==> src/rtl/ram_arbiter_pkg.sv <==
// Shared widths, response-state encodings and master ids for the data-RAM arbiter.
// Consumed by ram_arbiter and ram_arb_pick.
package ram_arbiter_pkg;

  localparam int unsigned MemAddrBus = 32;
  localparam int unsigned InstBus    = 32;

  typedef enum logic [1:0] {
    RspIdle = 2'd0,
    RspRd   = 2'd1,
    RspErr  = 2'd2
  } rsp_state_e;

  localparam logic ArbM0 = 1'b0;
  localparam logic ArbM1 = 1'b1;

  // Width of a counter that must be able to hold max_val.
  function automatic int unsigned cnt_width(input int unsigned max_val);
    return (max_val < 1) ? 1 : $clog2(max_val + 1);
  endfunction

endpackage

==> src/rtl/ram_arb_pick.sv <==
// Combinational grant selection for the two-master RAM arbiter.
// prio_m1_i lets master 1 win a tie (starvation or round-robin turn).
module ram_arb_pick
  import ram_arbiter_pkg::*;
(
  input  logic       e0_i,
  input  logic       e1_i,
  input  logic       prio_m1_i,
  output logic [1:0] gnt_o
);

  always_comb begin
    gnt_o = 2'b00;
    if (e1_i && (!e0_i || prio_m1_i)) begin
      gnt_o[ArbM1] = 1'b1;
    end else if (e0_i) begin
      gnt_o[ArbM0] = 1'b1;
    end
  end

endmodule

==> src/rtl/ram_arbiter.sv <==
// Two-master arbiter and sequencer in front of the single-port data RAM.
// Define RAM_ARB_RR_EN for round-robin; otherwise fixed priority with starvation escape.
module ram_arbiter
  import ram_arbiter_pkg::*;
#(
  parameter int unsigned AW         = MemAddrBus,
  parameter int unsigned DW         = InstBus,
  parameter int unsigned MW         = DW / 8,
  parameter int unsigned DP         = 4096,
  parameter int unsigned STARVE_MAX = 4
) (
  input  logic          clk,
  input  logic          rst_n,
  input  logic          hold_i,

  input  logic          m0_req,
  input  logic          m0_we,
  input  logic [AW-1:0] m0_addr,
  input  logic [DW-1:0] m0_wdata,
  input  logic [MW-1:0] m0_wem,
  output logic          m0_gnt,
  output logic          m0_rvalid,
  output logic [DW-1:0] m0_rdata,
  output logic          m0_err,

  input  logic          m1_req,
  input  logic          m1_we,
  input  logic [AW-1:0] m1_addr,
  input  logic [DW-1:0] m1_wdata,
  input  logic [MW-1:0] m1_wem,
  output logic          m1_gnt,
  output logic          m1_rvalid,
  output logic [DW-1:0] m1_rdata,
  output logic          m1_err,

  output logic          ram_cs,
  output logic          ram_we,
  output logic [MW-1:0] ram_wem,
  output logic [AW-1:0] ram_addr,
  output logic [DW-1:0] ram_din,
  input  logic [DW-1:0] ram_dout
);

  logic          e0, e1, prio_m1;
  logic [1:0]    gnt;
  logic          any_gnt, win_id;
  logic          sel_we;
  logic [MW-1:0] sel_wem;
  logic [AW-1:0] sel_addr, word_addr;
  logic [DW-1:0] sel_wdata;
  logic          in_range;

  rsp_state_e    rsp_d, rsp_q;
  logic          owner_d, owner_q;
  logic          rsp_valid, rsp_err;
  logic [DW-1:0] rsp_data;

  assign e0 = m0_req & ~hold_i;
  assign e1 = m1_req;

  ram_arb_pick u_pick (
    .e0_i      (e0),
    .e1_i      (e1),
    .prio_m1_i (prio_m1),
    .gnt_o     (gnt)
  );

  assign m0_gnt  = gnt[ArbM0];
  assign m1_gnt  = gnt[ArbM1];
  assign any_gnt = |gnt;
  assign win_id  = gnt[ArbM1] ? ArbM1 : ArbM0;

`ifdef RAM_ARB_RR_EN
  logic last_d, last_q;

  // Reset to m1 so m0 takes the very first tie.
  assign last_d  = any_gnt ? win_id : last_q;
  assign prio_m1 = (last_q == ArbM0);

  always_ff @(posedge clk or negedge rst_n) begin
    if (!rst_n) begin
      last_q <= ArbM1;
    end else begin
      last_q <= last_d;
    end
  end
`else
  localparam int unsigned ScW = cnt_width(STARVE_MAX);
  localparam logic [ScW-1:0] StarveMax = ScW'(STARVE_MAX);

  logic [ScW-1:0] starve_cnt_d, starve_cnt_q;

  assign prio_m1 = (starve_cnt_q == StarveMax);

  always_comb begin
    starve_cnt_d = starve_cnt_q;
    if (!m1_req || gnt[ArbM1]) begin
      starve_cnt_d = '0;
    end else if (e1 && (starve_cnt_q != StarveMax)) begin
      starve_cnt_d = starve_cnt_q + ScW'(1);
    end
  end

  always_ff @(posedge clk or negedge rst_n) begin
    if (!rst_n) begin
      starve_cnt_q <= '0;
    end else begin
      starve_cnt_q <= starve_cnt_d;
    end
  end
`endif

  // Winner's request fields; all zero when nobody is granted.
  always_comb begin
    sel_we    = 1'b0;
    sel_wem   = '0;
    sel_addr  = '0;
    sel_wdata = '0;
    if (gnt[ArbM1]) begin
      sel_we    = m1_we;
      sel_wem   = m1_wem;
      sel_addr  = m1_addr;
      sel_wdata = m1_wdata;
    end else if (gnt[ArbM0]) begin
      sel_we    = m0_we;
      sel_wem   = m0_wem;
      sel_addr  = m0_addr;
      sel_wdata = m0_wdata;
    end
  end

  assign word_addr = sel_addr >> 2;
  assign in_range  = (word_addr < AW'(DP));

  assign ram_cs   = any_gnt & in_range;
  assign ram_we   = sel_we;
  assign ram_wem  = sel_wem;
  assign ram_addr = sel_addr;
  assign ram_din  = sel_wdata;

  // Response tracking is re-evaluated every cycle, giving one access per cycle.
  always_comb begin
    rsp_d   = RspIdle;
    owner_d = owner_q;
    if (any_gnt) begin
      owner_d = win_id;
      if (!in_range) begin
        rsp_d = RspErr;
      end else if (!sel_we) begin
        rsp_d = RspRd;
      end
    end
  end

  always_ff @(posedge clk or negedge rst_n) begin
    if (!rst_n) begin
      rsp_q   <= RspIdle;
      owner_q <= ArbM0;
    end else begin
      rsp_q   <= rsp_d;
      owner_q <= owner_d;
    end
  end

  always_comb begin
    rsp_valid = 1'b0;
    rsp_err   = 1'b0;
    rsp_data  = '0;
    unique case (rsp_q)
      RspRd: begin
        rsp_valid = 1'b1;
        rsp_data  = ram_dout;
      end
      RspErr: begin
        rsp_valid = 1'b1;
        rsp_err   = 1'b1;
      end
      default: ;
    endcase
  end

  assign m0_rvalid = rsp_valid & (owner_q == ArbM0);
  assign m0_err    = rsp_err   & (owner_q == ArbM0);
  assign m0_rdata  = (owner_q == ArbM0) ? rsp_data : '0;
  assign m1_rvalid = rsp_valid & (owner_q == ArbM1);
  assign m1_err    = rsp_err   & (owner_q == ArbM1);
  assign m1_rdata  = (owner_q == ArbM1) ? rsp_data : '0;

endmodule

==> config.mk <==
export PLATFORM = sky130hd
export DESIGN_NAME = ram_arbiter
export DESIGN_NICKNAME = d
export VERILOG_FILES = /design/src/rtl/ram_arbiter_pkg.sv /design/src/rtl/ram_arb_pick.sv /design/src/rtl/ram_arbiter.sv
export SDC_FILE = /design/constraint.sdc
export NUM_CORES = 1
export LEC_CHECK = 0
export CORE_AREA = 2 2 124 126
export DETAILED_ROUTE_END_ITERATION = 16
export DIE_AREA = 0 0 126 128
export GPL_TIMING_DRIVEN = 0
export PLACE_DENSITY = 0.57
export SLEW_MARGIN = 20
export SYNTH_ARGS = -nofsm -noshare
export SYNTH_HDL_FRONTEND = slang
export SYNTH_HIERARCHICAL = 1
export SYNTH_SLANG_ARGS = --single-unit
==> constraint.sdc <==
create_clock -name clk -period 2.7 [get_ports clk]
set_clock_uncertainty 0.1 [all_clocks]
set_input_delay 0.54 -clock clk [delete_from_list [all_inputs] [get_ports clk]]
set_output_delay 0.54 -clock clk [all_outputs]
set_load 0.01 [all_outputs]
==> results.cfg, run 1 <==
[timing]
final.setup.tns_ps = -1850
post-route-period-util = 1.07
finalHoldViolCount = 0
rsz0062_at_grt = yes
tightest_slew_ps = 350
fmax_ghz = 0.347
fin_ws_ps = -178
drv_slew = 0
finalCriticalPeriod_ps = 2880
setup_viol = 33
slew_headroom = 0.767

[placed_design]
finalWeightedCongestion = 0.983
pre_cts_ws_ps = -1260
postPlaceCellArea_um2 = 4990
placed_cells = 722
port_buffers = 314
place_hpwl_um = 12200

[status]
violations = negative setup slack
status = finished with violations

[grt]
grt_antenna_before_repair = 1
grt_max_degree = 11
grt_pass1_vias = 3364
grt_pass1_wl_um = 20400
grt_overflow = 0
grt.total_usage = 0.162

[route]
drc = 0
first_pass_iters = 4
wl_per_cell_um = 19.1
drtIter0Drc = 64
drt_wl_total_um = 14600
drt-vias-per-instance = 4.29
ant_nets = 0
vias = 3266

[layout]
final_common_cell = clkdlybuf4s50_1
final_cell_area_um2 = 5560
area_growth_pct = 247
antenna_cells = 0
drive_gt1_frac = 0.261
finalNonFillerCells = 762
final_cell_mix = clkdlybuf4s50_1 (239), a22o_1 (65), buf_2 (46), and3_1 (33), and2_1 (33)
fin_nets = 755

[clock_network]
cts_tree = yes
clk_latency_ps = 220
cts_made_buffers = 3
holdBufCountCts = 0
cts.sinks = 6
h-tree-depth = 1
clock-root-buffer = clkbuf_16
clk_pin_slew_worst_paths_ps = 30
clockBufferDepth = 2

[floorplanning]
rows = 45
fp.dieW_um = 126
initial_core_util = 0.108
ioPinCount = 315
die_y_um = 128
core_area_um2 = 14900
dieArea_um2 = 16100

[synth]
synth_warnings = 6
synth_edf_count = 0
postSynth.asyncResetShare = 1.00
syn_avg_cell_area_um2 = 7.29
syn_inst = 220
synth_cell_types = 29
ys_seq_elements = 6
syn-cell-area_um2 = 1600
yosysSeqAreaShare = 0.0936
synth_ff_type = dfrtp_1
synthesis.nets = 399

[critical_path]
crit_required_ps = 2060
worstPathCellList = inv_2, ha_4, nand2_4, inv_2, inv_2, a21boi_4, buf_4, buf_8, o41ai_1, o21ai_1, nor3_4, and3b_1, buf_2
crit_type = reg2out
critPathSlowestCell = dfrtp_1
crit_path_end_kind = primary output
cp.arrival_ps = 2240
cp-start-kind = flip-flop
cp_common_cell = inv_2
cpLargestDelayFamily = buffers and inverters
cpPeakStageDelay_ps = 390
rrSetupSlack_ps = 170
crit_buf_inv = 6
crit_fanout = 10

[power_and_ir_drop]
vdd_ir_drop_max_mv = 0.101
leakage_nw = 2.51
power.density_nw_per_um2 = 205

[flow_run]
drv_cap = 0

[hold_path]
min_path_type = in2async
## metrics by stage
step	power, W	util	hold slack (ps)
2_1_floorplan	0.000312	-	144
3_3_place_gp	0.000835	0.335	430
3_5_place_dp	0.000840	0.335	450
4_1_cts	0.00109	0.359	474
5_1_grt	0.00120	0.374	494
6_report	0.00114	0.374	466
## logic make-up after synthesis
group,synth area share
and+or+nand+nor,0.362
AOI/OAI and AO/OA,0.415
buffers and inverters,0.0928
DFF,0.0936
adders and majority gates,0.0312
xor gates and xnor gates,0.00546
## cell usage after synthesis, types with 2 or more instances
| cell type | instances | share of area |
|---|---|---|
| a22o_1 | 68 | 0.37 |
| and3_1 | 33 | 0.13 |
| ha_1 | 4 | 0.031 |
| buf_2 | 5 | 0.016 |
| o41ai_1 | 2 | 0.011 |
| buf_4 | 5 | 0.023 |
| nor2_1 | 6 | 0.014 |
| nor4_1 | 5 | 0.020 |
| nor2b_1 | 6 | 0.023 |
| inv_1 | 7 | 0.016 |
| nor3_1 | 3 | 0.0094 |
| buf_1 | 2 | 0.0047 |
| and2_1 | 33 | 0.13 |
| dfrtp_1 | 6 | 0.094 |
| clkbuf_1 | 14 | 0.033 |
| nand2_1 | 8 | 0.019 |
## routing by layer
layer  global-route usage  vias to the layer above  routed length, µm
met4               0.0103                        2                 86
met1                0.165                     1511               5020
met3               0.0501                       10               1330
met5                    0                        -                 13
met2                0.332                      194               8140
li1                     -                     1549                  -
## report_power, final
| group | switching [W] | internal, W |
|---|---|---|
| Sequential | 0.00000505 | 0.0000961 |
| Combinational | 0.000304 | 0.000499 |
| Clock | 0.0000473 | 0.000190 |
## repair_timing
action | 4_1_cts | 5_1_grt
gates resized for setup | 310 | 105
cloned | 0 | 5
pin swaps | 5 | 13
endpoints found under the setup margin | 108 | 132
buffers inserted | 28 | 9
## state kept, by name (all words and copies together), names as in the netlist
| name | flops |
|---|---|
| owner_q | 1 |
| rsp_q | 2 |
| starve_cnt_q | 3 |
## final cells by class
class	count	area (µm²)
sequential	6	150
buffer	24	273
clock buffer	3	75.1
fill	1548	9300
multi-input combinational	181	1440
inverter	7	26.3
timing repair buffer	353	3370
tap	188	235
## path summary, 6_finish.rpt
kind,startpoint,depth (start not counted),to
setup / recovery,starve_cnt_q[0],13,ram_cs
hold / removal,rst_n,1,starve_cnt_q[0]
setup reg to reg,starve_cnt_q[0],17,starve_cnt_q[0]
hold reg to reg,starve_cnt_q[2],2,starve_cnt_q[2]
max in group asynchronous,rst_n,1,rsp_q[0]
min in group clk,starve_cnt_q[2],2,starve_cnt_q[2]
Power figures use the tool's default switching activity.
==> run 2: changes to the inputs <==
- CORE_AREA: 2 2 124 126 -> 2 2 122 124
- CTS_BUF_LIST: default -> sky130_fd_sc_hd__clkbuf_4 sky130_fd_sc_hd__clkbuf_8
- DIE_AREA: 0 0 126 128 -> 0 0 124 126
- DONT_BUFFER_PORTS: default -> 1
- PLACE_DENSITY: 0.57 -> 0.3
==> run 2 against run 1 <==
Against the previous run:
- the run still ends with negative setup slack left
- first-iteration DRC count decreased by 64%
- wire length decreased by 19%
- combinational power fell by 40%
- final cell count down 44%
- global-route usage fell by 3.4 points
- via count decreased by 37%
- sequential cell count did not move
- utilization decreased by 16 points
- critical path type unchanged
==> results.cfg, run 2 (same netlist as run 1, synthesis figures left out) <==
[status]
status = finished with violations
violations = negative setup slack

[floorplanning]
dieArea_um2 = 15600
initial_core_util = 0.112
fp.dieW_um = 124
core_area_um2 = 14300
die_y_um = 126
rows = 44
ioPinCount = 315

[clock_network]
clk_latency_ps = 220
cts.sinks = 6
cts_made_buffers = 3
clockBufferDepth = 2
clk_pin_slew_worst_paths_ps = 40
clock-root-buffer = clkbuf_8
cts_tree = yes
h-tree-depth = 1

[power_and_ir_drop]
switching_share = 0.383
vdd_ir_drop_max_mv = 0.103
p_switching_w = 0.000272
pwr-share-comb = 0.672
pwr-share-seq = 0.141
power.density_nw_per_um2 = 237
internal_power_w = 0.000439
leakage_nw = 1.40
power.total_w = 0.000711
clockPowerShare = 0.187

[layout]
area_growth_pct = 87.1
top_register = starve_cnt_q
fin_nets = 427
drive_gt1_frac = 0.504
final_common_cell = a22o_4
largest_reg_flops = 3
final_cell_mix = a22o_4 (68), and3_1 (33), and2_1 (33), buf_4 (14), clkbuf_1 (10)
final_cell_area_um2 = 3000
antenna_cells = 0
finalNonFillerCells = 430
top_regs = starve_cnt_q (3), rsp_q (2), owner_q (1)
nFillCells = 1544

[critical_path]
timing.rr.start = starve_cnt_q[0]
crit_path_end_kind = primary output
r2r_end = rsp_q[1]
reg2reg_depth = 13
crit_type = reg2out
cp.arrival_ps = 2220
crit_fanout = 9
crit_required_ps = 2060
rrSetupSlack_ps = 380
cp-start-kind = flip-flop

[placed_design]
postPlaceCellArea_um2 = 1840
port_buffers = 0
finalWeightedCongestion = 0.701
placed_cells = 404
place_hpwl_um = 9480

[grt]
grt_max_degree = 11
grt_antenna_before_repair = 0
grt_overflow = 0
grt.total_usage = 0.127
grt_pass1_vias = 1925
grt_pass1_wl_um = 13900

[timing]
rsz0062_at_grt = yes
drv_slew = 0
finalCriticalPeriod_ps = 2860
finalHoldViolCount = 0
slew_headroom = 0.639
tightest_slew_ps = 536
fin_ws_ps = -162
setup_viol = 66
fmax_ghz = 0.349
post-route-period-util = 1.06

[route]
drt-vias-per-instance = 4.82
drt_wl_total_um = 11800
first_pass_iters = 4
wl_per_cell_um = 27.4
ant_nets = 0
vias = 2073
drc = 0
drtIter0Drc = 23

[hold_path]
min_path_type = in2reg
min_to = starve_cnt_q[1]
whs_path_depth = 2
min_from = m1_req

[flow_run]
drv_cap = 0
-- run 2: cell types whose count changed in the layout (fill, tap and decap cells not counted), sizes merged --
cell / delta
dlygate4sd2: -3
buf: -91
clkbuf: +9
dlygate4sd3: +1
dlymetal6s2s: -2
clkdlybuf4s50: -239
clkdlybuf4s15: -3
-- run 2: cell type report --
type / count / area, µm² / area share
Clock buffer: 3 / 41.3 / 0.0138
Inverter: 7 / 33.8 / 0.0113
Sequential cell: 6 / 150 / 0.0500
Timing Repair Buffer: 25 / 332 / 0.111
Tap cell: 184 / 230 / 0.0767
Buffer: 24 / 235 / 0.0784
Multi-Input combinational cell: 181 / 1980 / 0.659
-- run 2: how the worst max path moves through the flow --
stage / start / end / depth (start not counted)
global placement: starve_cnt_q[0] / ram_addr[25] / 10
CTS: starve_cnt_q[0] / ram_cs / 10
finish: starve_cnt_q[0] / ram_din[19] / 10
global route: starve_cnt_q[0] / ram_din[19] / 10
detailed placement: starve_cnt_q[0] / ram_addr[25] / 10
floorplan: starve_cnt_q[0] / ram_addr[0] / 10
-- run 2: what timing repair did --
| action | CTS | global route |
|---|---|---|
| hold buffers | 1 | 0 |
| gates resized for setup | 97 | 48 |
| pin swaps | 8 | 11 |
| endpoints found under the hold margin | 6 | 0 |
| endpoints found under the setup margin | 70 | 68 |
| gates cloned | 0 | 6 |
| buffers inserted | 13 | 5 |
-- run 2: power by group through the flow --
stage	sequential, W	combinational [W]	clock, W
detailed placement	0.000102	0.000286	0
global route	0.000101	0.000505	0.000139
CTS	0.0000998	0.000405	0.000138
floorplan	0.000100	0.000212	0
global placement	0.000102	0.000283	0
finish	0.000100	0.000478	0.000133
-- run 2: worst max-delay path, stage by stage, from the launching register on --
cell	delay, ps
dfrtp_1	360
inv_2	50
ha_4	160
nand2_4	80
inv_6	40
buf_12	110
a21boi_4	290
nor2b_4	350
buf_12	220
clkbuf_16	170
a22o_4	140
-- run 2: layer usage --
metal  vias up  share of wire  GRT usage
met5         -              0          0
met1       980           0.36      0.139
met2       192           0.57      0.262
met3         6          0.062    0.00951
met4         0          0.012     0.0185
li1        895              -          -
-- run 2: through the flow --
stage / hold WS (ps) / util / worst slack [ps] / setup TNS [ps]
floorplan: 144 / - / 102 / 0
global placement: 145 / 0.128 / -631 / -35400
detailed placement: 145 / 0.128 / -630 / -35590
CTS: 414 / 0.177 / -166 / -2200
global route: 449 / 0.210 / -252 / -14410
finish: 427 / 0.210 / -162 / -8120
==> run 3: changes to the inputs <==
- CAP_MARGIN: default -> 15
==> results of run 3 <==
The final DEF is identical to that of run 2; final timing and power are the same.
